## src/rtl/cskip_burst_accumulator.sv

```systemverilog
// Sums fixed-length bursts of 17-bit carry-skip adder results into a wide total.
// Each finished total waits in a one-deep output slot while the next burst accumulates.
`timescale 1ns/1ps
module cskip_burst_accumulator #(
   parameter int BURST = 4,
   parameter int ACC_W = 24
) (
   input  logic             clk,
   input  logic             rst,
   input  logic             clr,
   input  logic             in_valid,
   output logic             in_ready,
   input  logic [15:0]      in_sum,
   input  logic             in_cout,
   output logic             out_valid,
   input  logic             out_ready,
   output logic [ACC_W-1:0] out_total,
   output logic             out_ovf,
   output logic [15:0]      bursts_done
);

   localparam logic [7:0] LAST = 8'(BURST - 1);

   logic [ACC_W-1:0] acc;
   logic [7:0]       cnt;
   logic             ovf_acc;
   logic [ACC_W-1:0] operand;
   logic [ACC_W:0]   sum_ext;
   logic             last;
   logic             accept;
   logic             complete;

   assign operand  = {{(ACC_W - 17){1'b0}}, in_cout, in_sum};
   assign sum_ext  = {1'b0, acc} + {1'b0, operand};
   assign last     = (cnt == LAST);

   // Only the element that would finish a burst can stall, and only when the slot stays full.
   assign in_ready = !clr && !(last && out_valid && !out_ready);
   assign accept   = in_valid && in_ready;
   assign complete = accept && last;

   always_ff @(posedge clk or posedge rst) begin
      if (rst) begin
         acc     <= '0;
         cnt     <= '0;
         ovf_acc <= 1'b0;
      end else if (clr || complete) begin
         acc     <= '0;
         cnt     <= '0;
         ovf_acc <= 1'b0;
      end else if (accept) begin
         acc     <= sum_ext[ACC_W-1:0];
         cnt     <= cnt + 8'd1;
         ovf_acc <= ovf_acc | sum_ext[ACC_W];
      end
   end

   // A completing accept reloads the slot even while it drains, so out_valid stays high.
   always_ff @(posedge clk or posedge rst) begin
      if (rst) begin
         out_valid   <= 1'b0;
         out_total   <= '0;
         out_ovf     <= 1'b0;
         bursts_done <= '0;
      end else if (clr) begin
         out_valid <= 1'b0;
         out_ovf   <= 1'b0;
      end else if (complete) begin
         out_valid   <= 1'b1;
         out_total   <= sum_ext[ACC_W-1:0];
         out_ovf     <= ovf_acc | sum_ext[ACC_W];
         bursts_done <= bursts_done + 16'd1;
      end else if (out_valid && out_ready) begin
         out_valid <= 1'b0;
      end
   end

endmodule

```

## config.mk

```make
export PLATFORM = sky130hd
export DESIGN_NAME = cskip_burst_accumulator
export DESIGN_NICKNAME = d
export VERILOG_FILES = /design/src/rtl/cskip_burst_accumulator.sv
export SDC_FILE = /design/constraint.sdc
export NUM_CORES = 1
export LEC_CHECK = 0
export BUFFER_PORTS_ARGS = -buffer_cell sky130_fd_sc_hd__buf_4
export CAP_MARGIN = 10
export CELL_PAD_IN_SITES_DETAIL_PLACEMENT = 1
export CELL_PAD_IN_SITES_GLOBAL_PLACEMENT = 1
export CORE_UTILIZATION = 44
export DETAILED_ROUTE_END_ITERATION = 10
export PLACE_DENSITY_LB_ADDON = 0.2
export SYNTH_ARGS = -nofsm -noshare
export SYNTH_HDL_FRONTEND = slang
export SYNTH_SLANG_ARGS = --single-unit
```

## constraint.sdc

```tcl
create_clock -name clk -period 3.2 [get_ports clk]
set_input_delay 0.64 -clock clk [delete_from_list [all_inputs] [get_ports clk]]
set_output_delay 0.64 -clock clk [all_outputs]
set_load 0.03 [all_outputs]
```

==> summary.md, run 1 <==
| Metric | Value |
|---|---|
| Cell area after synthesis | `0.00421 mm²` |
| EDFF count, synth | `0` |
| Worst EP arrival | `2.93 ns` |
| Critical Path RT | `3.44 ns` |
| PostCTS Resize Cnt | `0` |
| GP Congestion | `0.881` |
| Final WL | `11200 µm` |
| IO Pins | `65` |
| Post-synth top area cell | `dfrtp_1` |
| Critical Path Max Stage Delay | `0.74 ns` |
| Gr usage total | `0.240` |
| WS Path Type | `in2reg` |
| Reg2Reg Setup Slack | `0.52 ns` |
| First-pass GRT wire length | `18700 µm` |
| Largest delay contributor family on the critical path | `compound AO/OA/AOI/OAI gates` |
| Max-cap violation count | `0` |
| Core Area | `0.00924 mm²` |
| PwrDens | `447 mW/mm²` |
| Yosys reg bits | `75` |
| Min Clock Period, post-route | `2.69 ns` |
| Worst-margin pin slew | `1.08 ns` |
| Setup TNS | `0 ns` |
| Worst Setup End Kind | `flop` |
| Hold Vio Cnt, Final | `0` |
| YS warnings | `0` |
| Design area | `0.00506 mm²` |
| Clock root buffer | `clkbuf_8` |
| Largest net degree at the start of global routing | `45` |
| Max Clock Skew | `0.00879 ns` |
| TritonCTS clock tree | `built` |
| Status | `complete, no violations` |
| End point of the critical path | `acc[23]` |
| Clock transition at path regs | `0.08 ns` |
| Drc violations | `0` |
| Area delta synth->final | `20.2%` |
| Die Area | `0.00996 mm²` |
| First element of the critical path | `in_sum[6]` |
| CTS Sinks | `75` |
| Max Fclk | `372 MHz` |
| Leak | `2.39 nW` |
| Syn Nets | `482` |
| Slowest stage cell, crit path | `a31oi_1` |
| CTS buffer count | `9` |
| Slew Viols, Final | `0` |
| Peak supply drop | `214 µV` |
| Ranking of synthesized cells by area | `dfrtp_1 (45%), nand2_1 (5.8%), ha_1 (5.6%)` |
| H-tree depth | `3` |
| Clock Latency Late Sink | `0.35 ns` |
| Area after DPL | `0.00483 mm²` |
| Seq/Total Area, Yosys | `0.446` |
| Setup violations, final | `0` |
| Cell row count | `35` |
| Gate count of the mapped netlist | `440` |
| Initial DRC Count | `102` |
| Initial core utilization | `0.456` |
| Yosys top cell area share | `0.446` |
| Hold bufs inserted after CTS | `0` |
| Synth unique cells | `56` |
| WP depth | `8` |
| R2R cell count | `7` |
| CTS max path bufs | `2` |
| IO Port Bufs | `64` |
| RSZ-0062 raised after global routing | `no` |
| Die extent in x | `99.8 µm` |
| Hold/Removal Path Class | `in2async` |
| Share of cells above drive strength 1 | `0.217` |
| FF-to-FF Start | `acc[6]` |
| Worst r2r dst | `acc[23]` |
| Layout Nets | `544` |
| Mean post-synth cell area | `9.57 µm²` |
| Wire length per cell | `17.7 µm` |
| Worst Path Max Fanout | `11` |
| N_diodes | `0` |
| Drt pass-1 iters | `4` |
| CP bufs+invs | `1` |
| Hpwl dp | `8240 µm` |
| Die Y | `99.8 µm` |
| DR vias/cell | `5.64` |
| Part of the cycle the worst path needs | `0.841` |
| Vias in the first global route | `3726` |
| Async S/R FF share, synth | `1.00` |
| Vias | `3586` |
| Sequence of cells on the critical path | `buf_4 > ha_1 > a21oi_1 > o21a_1 > o211a_1 > a31oi_1 > a311oi_1 > a41o_1` |
| Startpoint types | `input pin` |
| Initial antenna violation count | `0` |
| Post-DRT Antenna Nets | `0` |
| Top FF cell, synth | `dfrtp_1` |
| Max transition margin | `0.275` |
| GRT overflow | `0` |
| Post-CTS setup buffer count | `0` |
[logic make-up after synthesis]
kind of cell,after synthesis,share of synthesized area
AOI/OAI and AO/OA,111,0.172
xor gates and xnor gates,39,0.0812
adders and majority gates,20,0.0612
buffers and inverters,30,0.0294
DFF,75,0.446
muxes,11,0.0291
and+or+nand+nor,154,0.181
[state kept, by name, summed over array words and instances (netlist names)]
register,flops
ovf_acc,1
acc,24
out_valid,1
out_total,24
bursts_done,16
cnt,8
out_ovf,1
[metrics by stage]
step	cells	worst slack [ns]	util	hold slack (ns)	power [mW]
floorplan	440	0.478	-	0.447	1.30
global placement	620	0.231	0.523	0.459	1.43
detailed placement	620	0.178	0.523	0.471	1.44
CTS	636	0.473	0.548	0.430	2.28
global route	636	0.304	0.548	0.466	2.36
finish	636	0.510	0.548	0.411	2.26
[synthesized netlist by cell type (2+ instances only)]
cell type	count
nand3_1	14
a21oi_1	30
o21a_1	3
nor2b_1	4
nand2_1	65
o31ai_1	8
a211oi_1	4
o211ai_1	3
o221ai_1	2
nor2_1	27
xnor2_1	27
and4_1	2
a41o_1	2
inv_1	9
nor4_1	2
and3_1	5
nand2b_1	3
mux2_2	10
dfrtp_1	75
a22o_1	8
a31o_2	3
a22oi_1	3
a31oi_1	8
nand4_1	13
xor2_1	12
ha_1	19
o21bai_1	2
a21o_1	7
nor3_1	6
o21ai_0	20
nor3_2	2
clkbuf_1	16
buf_2	3
[worst min-delay path by stage]
stage / to / start
finish: bursts_done[8] / rst
floorplan: ovf_acc / ovf_acc
CTS: bursts_done[7] / rst
global route: bursts_done[8] / rst
detailed placement: out_total[20] / out_total[20]
global placement: out_total[0] / out_total[0]
[layer usage]
metal  GRT usage  routed length, µm  share of wire
met4      0.0860                218          0.019
met3      0.0292                270          0.024
met5           0                  0              0
met2       0.422               5770           0.51
met1       0.304               4980           0.44
[layout make-up]
type	count	area, µm²
Clock buffer	12	155
Multi-Input combinational cell	335	2210
Inverter	9	33.8
Timing Repair Buffer	72	553
Tap cell	129	161
Sequential cell	75	1880
Clock inverter	4	72.6
Fill cell	1089	4180
[placed cells by master, fill, tap and decap left out, types with 3 or more instances in the layout]
cell | netlist | final
nor3_1 | 6 | 6
and3_1 | 5 | 5
inv_1 | 9 | 8
nand3_1 | 14 | 14
a31oi_1 | 8 | 8
o21ai_0 | 20 | 20
o21a_1 | 3 | 3
nor2b_1 | 4 | 4
a21oi_1 | 30 | 30
o211ai_1 | 3 | 3
a211oi_1 | 4 | 4
a22o_1 | 8 | 8
dfrtp_1 | 75 | 75
nor2_1 | 27 | 27
xor2_1 | 12 | 12
clkbuf_8 | 0 | 11
nand4_1 | 13 | 13
xnor2_1 | 27 | 27
a21o_1 | 7 | 7
buf_4 | 0 | 71
o31ai_1 | 8 | 8
mux2_2 | 10 | 10
ha_1 | 19 | 19
nand2b_1 | 3 | 3
nand2_1 | 65 | 65
a31o_2 | 3 | 3
a22oi_1 | 3 | 3
[power by group]
| group | total (mW) | internal [mW] | switching, mW |
|---|---|---|---|
| Sequential | 1.01 | 0.986 | 0.0251 |
| Clock | 0.843 | 0.481 | 0.361 |
| Combinational | 0.410 | 0.158 | 0.252 |
| Total | 2.26 | 1.63 | 0.638 |
(Power assumes the default switching activity.)
==> run 2, diff against run 1 <==
==> constraint.sdc (replaced) <==
create_clock -name clk -period 2.5 [get_ports clk]
set_input_delay 0.5 -clock clk [delete_from_list [all_inputs] [get_ports clk]]
set_output_delay 0.5 -clock clk [all_outputs]
set_load 0.03 [all_outputs]
==> run 2 against run 1 <==
Net effect: largest power group unchanged; largest cell class unchanged; global-route usage increased by 1.0 points; via count increased by 2.5%; combinational power up 46%; setup slack got worse by 0.43 ns.
==> summary.md, run 2 (synthesis results as in run 1) <==
| Metric | Value |
|---|---|
| Die Y | `99.8 µm` |
| WHS | `0.214 ns` |
| CTS Sinks | `75` |
| CTS max path bufs | `2` |
| Registers with the most flip-flops | `acc (24), out_total (24), bursts_done (16)` |
| N_diodes | `0` |
| Hold/Removal Path Class | `in2async` |
| Setup WS post-layout | `0.0794 ns` |
| Hold Vio Cnt, Final | `0` |
| DR vias/cell | `5.51` |
| Critical Path RT | `2.73 ns` |
| Max-cap violation count | `0` |
| Drt pass-1 iters | `4` |
| Area after DPL | `0.00509 mm²` |
| Leak | `2.54 nW` |
| Gr usage total | `0.250` |
| H-tree depth | `3` |
| Slew Viols, Final | `0` |
| Design area | `0.00531 mm²` |
| Max transition margin | `0.527` |
| Clock transition at path regs | `0.08 ns` |
| Min Clock Period, post-route | `2.42 ns` |
| Clock Latency Late Sink | `0.35 ns` |
| Vias | `3675` |
| Worst-margin pin slew | `0.709 ns` |
| Final WL | `11700 µm` |
| Area delta synth->final | `26.1%` |
| Worst Setup End Kind | `flop` |
| Max Fclk | `413 MHz` |
| Layout Nets | `575` |
| Worst Path Max Fanout | `8` |
| Core Area | `0.00924 mm²` |
| Drc violations | `0` |
| Pre-CTS worst setup slack | `-0.220 ns` |
| Worst EP arrival | `2.65 ns` |
| Clock root buffer | `clkbuf_8` |
| Max Clock Skew | `0.00727 ns` |
| CTS buffer count | `9` |
| Part of the cycle the worst path needs | `0.968` |
| Share of cells above drive strength 1 | `0.279` |
| Die Area | `0.00996 mm²` |
| Cell row count | `35` |
| Largest net degree at the start of global routing | `41` |
| Hpwl dp | `8730 µm` |
| WS Path Type | `reg2reg` |
| Peak supply drop | `321 µV` |
| Die extent in x | `99.8 µm` |
| Startpoint types | `flop` |
| Vias in the first global route | `3930` |
| Commonest non-fill, non-tap cells in the layout | `buf_4 (101), dfrtp_1 (75), nand2_1 (65)` |
| Initial core utilization | `0.456` |
| IO Pins | `65` |
| Initial DRC Count | `123` |
| GP Congestion | `0.897` |
| IO Port Bufs | `64` |
| Commonest non-fill, non-tap cell in the layout | `buf_4` |
| Wire length per cell | `17.6 µm` |
| Post-DRT Antenna Nets | `0` |
| Status | `complete, no violations` |
| Initial antenna violation count | `0` |
| PwrDens | `524 mW/mm²` |
| TritonCTS clock tree | `built` |
| First-pass GRT wire length | `19300 µm` |
| GRT overflow | `0` |
| Setup violations, final | `0` |
run 2: layout make-up:
type | count | area (µm²)
Clock buffer | 12 | 155
Clock inverter | 4 | 25.0
Fill cell | 1064 | 3930
Inverter | 9 | 33.8
Multi-Input combinational cell | 335 | 2260
Sequential cell | 75 | 1880
Tap cell | 129 | 161
Timing Repair Buffer | 103 | 798
run 2: per-layer routing:
layer	track usage	up-vias	share of wire
met5	0	-	0
met4	0.0860	0	0.015
met3	0.0279	14	0.029
met2	0.455	73	0.52
met1	0.307	1828	0.44
li1	-	1760	-
run 2: worst paths after layout:
check	startpoint	endpoint	slack, ns	cells past startpoint
setup / recovery	acc[9]	acc[20]	0.08	8
hold / removal	rst	bursts_done[6]	0.21	2
setup reg to reg	acc[9]	acc[20]	0.08	8
hold reg to reg	out_total[5]	out_total[5]	0.49	2
max in group asynchronous	rst	acc[14]	1.65	3
min in group clk	clr	out_valid	0.39	2
run 2: through the flow:
stage	TNS, ns	utilization	total power [mW]	instances
global route	-0.0128	0.575	2.90	667
floorplan	0	-	1.67	440
finish	0	0.575	2.78	667
CTS	0	0.570	2.80	667
detailed placement	-1.94	0.551	1.91	651
global placement	-1.04	0.551	1.89	651
run 2: repair_timing:
item,CTS,global route
endpoints found under the hold margin,0,0
resized for setup,0,8
setup endpoints to repair,0,19
setup buffers,0,0
hold buffers,0,0
run 2: worst max-delay path, stage by stage, from the launching register on:
cell and delay, ns:
dfrtp_1 0.39, ha_2 0.41, nand4_1 0.18, nor2_1 0.24, a21oi_4 0.11, buf_4 0.14, or4_1 0.55, a31oi_1 0.18
o21ai_0 0.09
run 2: power by group:
group | internal, mW | switching [mW] | leakage [nW] | total (mW)
sequential | 1.26 | 0.0329 | 1.03 | 1.29
clock | 0.412 | 0.479 | 0.0884 | 0.891
combinational | 0.254 | 0.343 | 1.43 | 0.598
